## src/rtl/mux_n_to_1_rr_pkg.sv

```systemverilog
// mux_n_to_1_rr shared types: mode encoding and select-width rule.
// sel_w(n) lets instantiating modules size sel/out_ch consistently.
package mux_pkg;

    typedef enum logic {
        MODE_FIXED = 1'b0,
        MODE_RR    = 1'b1
    } mux_mode_e;

    function automatic int sel_w(input int n);
        return (n > 1) ? $clog2(n) : 1;
    endfunction

endpackage

```

## src/rtl/mux_n_to_1_rr_pick.sv

```systemverilog
// rr_pick: combinational rotate/priority-find over N request lines.
// Ports: req, ptr (search start) -> gnt_idx, gnt_vld.
module rr_pick
    import mux_pkg::*;
#(
    parameter  int N  = 8,
    localparam int SW = sel_w(N)
) (
    input  logic [N-1:0]  req,
    input  logic [SW-1:0] ptr,
    output logic [SW-1:0] gnt_idx,
    output logic          gnt_vld
);

    int k;

    // Walk offsets from farthest to nearest so the first hit after ptr wins.
    always_comb begin
        gnt_idx = '0;
        gnt_vld = 1'b0;
        k       = 0;
        for (int i = N - 1; i >= 0; i--) begin
            k = int'(ptr) + i;
            if (k >= N) k = k - N;
            if (req[k]) begin
                gnt_idx = SW'(k);
                gnt_vld = 1'b1;
            end
        end
    end

endmodule

```

## src/rtl/mux_n_to_1_rr.sv

```systemverilog
// mux_n_to_1_rr: N-channel registered mux, fixed-select or round-robin.
// Ports: clk, rst_n, mode, sel, in_valid/in_data/in_ready (per channel),
//        out_valid/out_data/out_ch/out_ready (single output register).
// Option: define MUX_N_TO_1_PARITY_EN to add registered out_par (XOR of word).
module mux_n_to_1_rr
    import mux_pkg::*;
#(
    parameter  int N_CH  = 8,
    parameter  int WIDTH = 8,
    localparam int SEL_W = sel_w(N_CH)
) (
    input  logic                  clk,
    input  logic                  rst_n,
    input  logic                  mode,
    input  logic [SEL_W-1:0]      sel,
    input  logic [N_CH-1:0]       in_valid,
    input  logic [N_CH*WIDTH-1:0] in_data,
    output logic [N_CH-1:0]       in_ready,
    output logic                  out_valid,
    output logic [WIDTH-1:0]      out_data,
    input  logic                  out_ready,
`ifdef MUX_N_TO_1_PARITY_EN
    output logic                  out_par,
`endif
    output logic [SEL_W-1:0]      out_ch
);

    logic [SEL_W-1:0] ptr_q, ptr_d;
    logic             vld_q, vld_d;
    logic [WIDTH-1:0] data_q, data_d;
    logic [SEL_W-1:0] ch_q, ch_d;
    logic [N_CH-1:0]  fix_mask;
    logic [N_CH-1:0]  req;
    logic [SEL_W-1:0] pick_ptr;
    logic [SEL_W-1:0] gnt_idx;
    logic             gnt_vld;
    logic             load_en;
    logic             xfer;
    logic             is_rr;

    assign is_rr = (mux_mode_e'(mode) == MODE_RR);

    // Out-of-range sel yields an all-zero mask, hence no grant.
    always_comb begin
        fix_mask = '0;
        for (int k = 0; k < N_CH; k++) begin
            fix_mask[k] = (int'(sel) == k);
        end
    end

    // FIXED reuses the picker with a one-hot request as a validity check.
    assign req      = is_rr ? in_valid : (in_valid & fix_mask);
    assign pick_ptr = is_rr ? ptr_q : '0;

    rr_pick #(
        .N (N_CH)
    ) u_pick (
        .req     (req),
        .ptr     (pick_ptr),
        .gnt_idx (gnt_idx),
        .gnt_vld (gnt_vld)
    );

    // Nothing is accepted while reset is held.
    assign load_en = rst_n & (~vld_q | out_ready);
    assign xfer    = gnt_vld & load_en;

    always_comb begin
        in_ready = '0;
        for (int k = 0; k < N_CH; k++) begin
            in_ready[k] = xfer & (int'(gnt_idx) == k);
        end
    end

    always_comb begin
        ptr_d  = ptr_q;
        vld_d  = vld_q;
        data_d = data_q;
        ch_d   = ch_q;
        if (xfer) begin
            vld_d  = 1'b1;
            data_d = in_data[int'(gnt_idx)*WIDTH +: WIDTH];
            ch_d   = gnt_idx;
            if (is_rr) begin
                ptr_d = (int'(gnt_idx) == N_CH - 1) ? '0 : gnt_idx + 1'b1;
            end
        end else if (out_ready) begin
            vld_d = 1'b0;
        end
    end

    always_ff @(posedge clk or negedge rst_n) begin
        if (!rst_n) begin
            ptr_q  <= '0;
            vld_q  <= 1'b0;
            data_q <= '0;
            ch_q   <= '0;
        end else begin
            ptr_q  <= ptr_d;
            vld_q  <= vld_d;
            data_q <= data_d;
            ch_q   <= ch_d;
        end
    end

`ifdef MUX_N_TO_1_PARITY_EN
    logic par_q;

    always_ff @(posedge clk or negedge rst_n) begin
        if (!rst_n) begin
            par_q <= 1'b0;
        end else if (xfer) begin
            par_q <= ^data_d;
        end
    end

    assign out_par = par_q;
`endif

    assign out_valid = vld_q;
    assign out_data  = data_q;
    assign out_ch    = ch_q;

endmodule

```

## config.mk

```make
export PLATFORM = sky130hd
export DESIGN_NAME = mux_n_to_1_rr
export DESIGN_NICKNAME = d
export VERILOG_FILES = /design/src/rtl/mux_n_to_1_rr_pkg.sv /design/src/rtl/mux_n_to_1_rr_pick.sv /design/src/rtl/mux_n_to_1_rr.sv
export SDC_FILE = /design/constraint.sdc
export NUM_CORES = 1
export LEC_CHECK = 0
export CAP_MARGIN = 15
export CORE_MARGIN = 2
export CORE_UTILIZATION = 45
export DETAILED_ROUTE_END_ITERATION = 12
export PLACE_DENSITY = 0.83
export SYNTH_ARGS = -nofsm -noshare
export SYNTH_HDL_FRONTEND = slang
export SYNTH_HIERARCHICAL = 1
export SYNTH_SLANG_ARGS = --single-unit
export TNS_END_PERCENT = 30
```

## constraint.sdc

```tcl
create_clock -name clk -period 8.3 [get_ports clk]
set_input_delay 1.66 -clock clk [delete_from_list [all_inputs] [get_ports clk]]
set_output_delay 1.66 -clock clk [all_outputs]
set_load 0.1 [all_outputs]
```

Word-level counts from Yosys, hierarchy flattened
Index checks and enable logic that the tools add are counted.
{ "word_totals": {"regBits": 15, "inputBits": 79, "output_inout_bits": 20, "wordCells": 121} }
{ "op_classes": {"n_addsub": 16, "n_lt_le_gt_ge": 16, "eq_ne": 14, "shift": 1, "mux": 53, "bitwise": 13, "n_reduce_logical": 4} }
{ "ops": {"columns": ["operator", "count"], "rows": [
  ["less-than comparator 32 x 5 -> 1 bit, second input constant", 8],
  ["2-to-1 mux 32 bit", 8],
  ["greater-or-equal comparator 32 x 5 -> 1 bit, second input constant", 7],
  ["subtractor 32 x 5 -> 32 bit, second input constant", 7],
  ["indexed part select 64 x 7 -> 8 bit", 1],
  ["2-to-1 mux 3 bit", 10],
  ["2-to-1 mux 1 bit", 26],
  ["binary-select mux 1 bit (select 3 bit)", 8],
  ["equality test 3 bit, second input constant", 8],
  ["adder 3 x 3 -> 4 bit, second input constant", 4],
  ["equality test 3 x 2 -> 1 bit, second input constant", 4],
  ["bitwise AND 1 bit", 10],
  ["adder 3 x 2 -> 4 bit, second input constant", 2],
  ["bitwise AND 8 bit", 1],
  ["2-to-1 mux 8 bit", 1],
  ["equality test 3 x 1 -> 1 bit, second input constant", 2],
  ["zero test 3 bit", 2],
  ["subtractor 3 x 4 -> 5 bit, second input constant", 1],
  ["adder 3 x 1 -> 4 bit, second input constant", 1],
  ["greater-or-equal comparator 3 x 4 -> 1 bit, second input constant", 1],
  ["adder 3 x 1 -> 3 bit, second input constant", 1],
  ["AND reduction 2 bit", 1],
  ["nonzero test 2 bit", 1],
  ["NOT 1 bit", 1],
  ["OR 1 bit", 1]
]} }

Logic depth before layout (Yosys ltp)
{ "depth": {"depth_word": 17, "depth_mapped": 19, "ltp_nobuf": 13} }

Cells and area by module
The synthesis kept the hierarchy.
{ "modules_own_cells": {"columns": ["mod", "instances", "cells_each", "area_each_um2", "seq_area_each_um2"], "rows": [
  ["mux_n_to_1_rr", 1, 153, 1460.2, 375.4],
  ["rr_pick", 1, 90, 782.0, 0.0]
]} }

Worst setup path after synthesis
OpenSTA, ideal clock, no wires.
{ "synth_timing": {"path_kind": "input -> output", "start": "input port mode", "end": "output port in_ready[1]", "arrival_ns": 5.579, "setup_slack_ns": 1.061, "path_stages": 17, "path_buffers": 6, "cell_sequence": "clkbuf_1 and2_1 buf_4 buf_4 inv_1 ha_1 clkbuf_1 mux4_2 mux2_4 a311o_1 nor3_1 nor2_1 buf_6 buf_6 inv_1 ha_1 and3_1"} }
{ "synth_between": {"elab_chain_len": 17} }
{ "synth_lines": {"columns": ["element", "line_no", "rtl"], "rows": [
  ["from (decl)", "mux_n_to_1_rr.sv:14", "input logic mode,"],
  ["2-to-1 mux 3 bit *", "mux_n_to_1_rr.sv:53", "assign pick_ptr = is_rr ? ptr_q : '0;"],
  ["named net pick_ptr[1]", "mux_n_to_1_rr.sv:34", "logic [SEL_W-1:0] pick_ptr;"],
  ["adder 3 x 3 -> 4 bit", "mux_n_to_1_rr_pick.sv:23", "k = int'(ptr) + i;"],
  ["subtractor 32 x 5 -> 32 bit / greater-or-equal comparator 32 x 5 -> 1 bit (equally long branches)", "mux_n_to_1_rr_pick.sv:24", "if (k >= N) k = k - N;"],
  ["2-to-1 mux 32 bit", "mux_n_to_1_rr_pick.sv:24", null],
  ["binary-select mux 1 bit (select 3 bit)", "mux_n_to_1_rr_pick.sv:25", "if (req[k]) begin"],
  ["2-to-1 mux 1 bit (not written as such) (2 in series)", "mux_n_to_1_rr_pick.sv:25", null],
  ["2-to-1 mux 3 bit (7 in series)", "mux_n_to_1_rr_pick.sv:25", null],
  ["2-to-1 mux 3 bit *", "mux_n_to_1_rr_pick.sv:25", null],
  ["named net gnt_idx[1]", "mux_n_to_1_rr.sv:35", "logic [SEL_W-1:0] gnt_idx;"],
  ["equality test 3 x 2 -> 1 bit *", "mux_n_to_1_rr.sv:71", "in_ready[k] = xfer & (int'(gnt_idx) == k);"],
  ["bitwise AND 1 bit *", "mux_n_to_1_rr.sv:71", null],
  ["to (decl)", "mux_n_to_1_rr.sv:18", "output logic [N_CH-1:0] in_ready,"]
]} }
The timed path passes the listed nets; every way through them passes the cells marked *. The select of a mux whose other input is x is not followed.

Final worst setup path
{ "layout_timing": {"start": "input port mode", "end": "output port in_ready[7]"} }
{ "layout_between": {"elab_chain_len": 17} }
{ "layout_lines": {"columns": ["element", "line_no"], "rows": [
  ["2-to-1 mux 3 bit *", "mux_n_to_1_rr.sv:53"],
  ["named net pick_ptr[1]", "mux_n_to_1_rr.sv:34"],
  ["adder 3 x 3 -> 4 bit", "mux_n_to_1_rr_pick.sv:23"],
  ["subtractor 32 x 5 -> 32 bit / greater-or-equal comparator 32 x 5 -> 1 bit (equally long branches)", "mux_n_to_1_rr_pick.sv:24"],
  ["2-to-1 mux 32 bit", "mux_n_to_1_rr_pick.sv:24"],
  ["binary-select mux 1 bit (select 3 bit)", "mux_n_to_1_rr_pick.sv:25"],
  ["2-to-1 mux 1 bit (not written as such) (2 in series)", "mux_n_to_1_rr_pick.sv:25"],
  ["2-to-1 mux 3 bit (7 in series)", "mux_n_to_1_rr_pick.sv:25"],
  ["2-to-1 mux 3 bit *", "mux_n_to_1_rr_pick.sv:25"],
  ["named net gnt_idx[1]", "mux_n_to_1_rr.sv:35"],
  ["equality test 3 x 1 -> 1 bit *", "mux_n_to_1_rr.sv:71"],
  ["bitwise AND 1 bit *", "mux_n_to_1_rr.sv:71"]
]} }
Marked as above.

==> Implementation_results.wiki <==
{| class="wikitable"
! Metric !! Value
|-
| Outcome || finished clean
|-
| Via/cell ratio || 5.90
|-
| Period Utilization, post-route || 0.909
|-
| DR pass1 iterations || 4
|-
| Type of element capturing the critical path || primary output
|-
| Buffers from clock root to sink, at most || 2
|-
| Die area || 5560 sq um
|-
| Vert. Die Dim || 74.6 um
|-
| Unrepaired setup endpoints after global routing || false
|-
| Leakage || 0.00136 uW
|-
| P&R area growth vs syn || 49.3%
|-
| Most common cell after layout, fill and taps aside || clkdlybuf4s50_1
|-
| Crit Path Category || input port to primary output
|-
| Total core area || 4750 sq um
|-
| Slew headroom || 0.317
|-
| Synthesis-stage register bit count || 15
|-
| Antenna violations before repair || 0
|-
| DRC violations left || 0
|-
| Total via count after detailed routing || 2356
|-
| Max Freq || 132 MHz
|-
| Maximum ir drop on the vdd rail || 292 uV
|-
| Post-Synthesis Cells || 243
|-
| Post-synthesis sequential area ratio || 0.167
|-
| Endpoints failing hold || 0
|-
| Final setup skew || 1.37 ps
|-
| Post-synth EDFFs || 0
|-
| Hold Buf Count CTS || 0
|-
| Number of stages on the worst hold path || 1
|-
| Initial Util || 0.472
|-
| Share of post-route cells with drive strength above 1 || 0.160
|-
| Crit path launch type || input port
|-
| CTS tree || done
|-
| Antenna fix cells || 0
|-
| CTS resizes || 0
|-
| Max Fanout on Critical Path || 15
|-
| Worst-path clk slew || 60 ps
|-
| Routed length per instance || 17.8 um
|-
| Final setup vio count || 0
|-
| # rows || 25
|-
| Slew Viols, Final || 0
|-
| Warnings from Yosys || 6
|-
| First-pass GRT wire length || 11200 um
|-
| Distinct cell type count after synthesis || 51
|-
| Flip-flop cell with the highest count after synthesis || dfrtp_1
|-
| H-tree depth reported by CTS || 1
|-
| Arrival time reported for the critical path endpoint || 5890 ps
|-
| Setup repair bufs after CTS || 0
|-
| Required time reported for the critical path endpoint || 6640 ps
|-
| Depth of the worst register-to-register path || 14
|-
| Worst min-delay path category || flip-flop to flip-flop
|-
| Clock root cell || clkbuf_8
|-
| Die width || 74.6 um
|-
| Synthesized area || 2240 sq um
|-
| Post-synth ARST share || 1.00
|-
| Number of global-route vias before repair || 2400
|-
| Mapped Avg Cell Area || 9.23 sq um
|-
| Number of I/O port buffers || 98
|-
| Net count after synthesis || 330
|-
| CTS buffer count || 3
|-
| Total global routing track utilization || 0.259
|-
| Max Cap Viol || 0
|-
| Measured slew at the worst slew-check pin || 1020 ps
|-
| Fin util || 0.704
|-
| Pwr per Cell Area || 433 nW/um^2
|-
| Post-DP HPWL || 5780 um
|-
| CTS Sinks || 15
|-
| Most used cells in the layout excluding fill and tap cells || 90 x clkdlybuf4s50_1, 21 x mux2_2, 20 x mux2i_1, 15 x o21ai_0, 15 x dfrtp_1
|-
| Antenna violation net count after detailed routing || 0
|-
| Net count, final || 420
|-
| Pin count of the biggest net entering global routing || 24
|-
| Drt first-iter violations || 195
|-
| Worst hold-check slack || 511 ps
|-
| Setup total negative slack || 0 ps
|-
| Period minus WS final || 7550 ps
|-
| Number of I/O pins || 99
|-
| Total grt overflow || 0
|-
| Clock insertion delay at the later pin of the skew report || 250 ps
|-
| Wire length after detailed routing || 7110 um
|-
| Last weighted congestion value of the routability-driven placer || 0.940
|}
==> cells in the mapped netlist, types with 2 or more instances <==
cell type / instances / area (sq um)
mux2_2: 21 / 236
mux2i_1: 20 / 200
dfrtp_1: 15 / 375
o21ai_0: 15 / 75.1
nand2_1: 12 / 45.0
inv_1: 11 / 41.3
nor2b_1: 11 / 68.8
nor2_1: 10 / 37.5
o22ai_1: 9 / 56.3
a21oi_1: 8 / 40.0
and3_1: 8 / 50.1
ha_1: 8 / 100
a22o_1: 7 / 61.3
and2_1: 7 / 43.8
clkbuf_1: 7 / 26.3
o31ai_2: 7 / 87.6
a31oi_1: 6 / 37.5
mux4_1: 5 / 131
mux4_2: 5 / 113
nor3_1: 5 / 25.0
o21a_1: 5 / 37.5
buf_6: 4 / 45.0
buf_4: 3 / 22.5
nand2b_1: 3 / 18.8
a211oi_1: 2 / 15.0
nand4_1: 2 / 12.5
o21ai_1: 2 / 10.0
xor2_1: 2 / 17.5
==> worst max-delay path, cell delays in order <==
cell and delay [ps]:
clkdlybuf4s50_1 680, and2_1 180, buf_4 220, inv_1 150, ha_1 480, mux4_1 460
mux2_4 330, a221oi_1 210, and3_1 200, nor3_1 70, nor2_4 400, ha_1 260
ha_1 180, and2_1 190, buf_12 190
==> logic make-up after synthesis <==
logic type,count (synthesis),synth area share
xor+xnor,3,0.0117
flops,15,0.167
buf+inv,28,0.0731
fa+ha+maj,8,0.0446
mux,53,0.315
simple gates,61,0.143
compound gates,75,0.244
==> registers in the layout, indices dropped and copies added (netlist names) <==
name,flops
out_valid,1
out_ch,3
out_data,8
ptr_q,3
==> report_power, final <==
group	switching (uW)	internal [uW]	total, uW
clock network	27.1	33.2	60.4
logic	777	483	1260
registers	18.7	110	128
==> per-stage QoR <==
stage / setup slack [ps] / total power [uW] / std cells / instance area (sq um)
after floorplan: 1060 / 1130 / 243 / 2240
after global placement: 979 / 1360 / 395 / 3300
after detailed placement: 799 / 1380 / 395 / 3300
after CTS: 811 / 1440 / 399 / 3350
after global routing: 509 / 1540 / 399 / 3350
final: 752 / 1450 / 399 / 3350
==> layout make-up <==
type / count / area (sq um)
well taps: 67 / 83.8
flip-flops and latches: 15 / 375
inverters: 11 / 41.3
repair buffers: 102 / 1090
fillers: 378 / 1410
multi-input cells: 200 / 1710
clock buffers: 3 / 41.3
clock inverters: 1 / 5.00
==> final timing paths <==
path	start	end	slack [ps]
max in group asynchronous	rst_n	ptr_q[2]$_DFFE_PN0P_	5940
hold reg to reg	ptr_q[1]$_DFFE_PN0P_	ptr_q[1]$_DFFE_PN0P_	510
setup reg to reg	ptr_q[1]$_DFFE_PN0P_	out_data[1]$_DFFE_PN0P_	4100
min in group asynchronous	rst_n	out_data[7]$_DFFE_PN0P_	1870
setup / recovery	mode	in_ready[7]	750
hold / removal	ptr_q[1]$_DFFE_PN0P_	ptr_q[1]$_DFFE_PN0P_	510
==> layer usage <==
layer,track usage,part of all wire,wire (um),vias up
li1,-,-,-,1117
met1,0.320,0.40,2850,1141
met2,0.454,0.52,3730,82
met3,0.0637,0.054,384,16
met4,0.0635,0.020,144,0
met5,0,0,0,-
(Power assumes the default switching activity.)
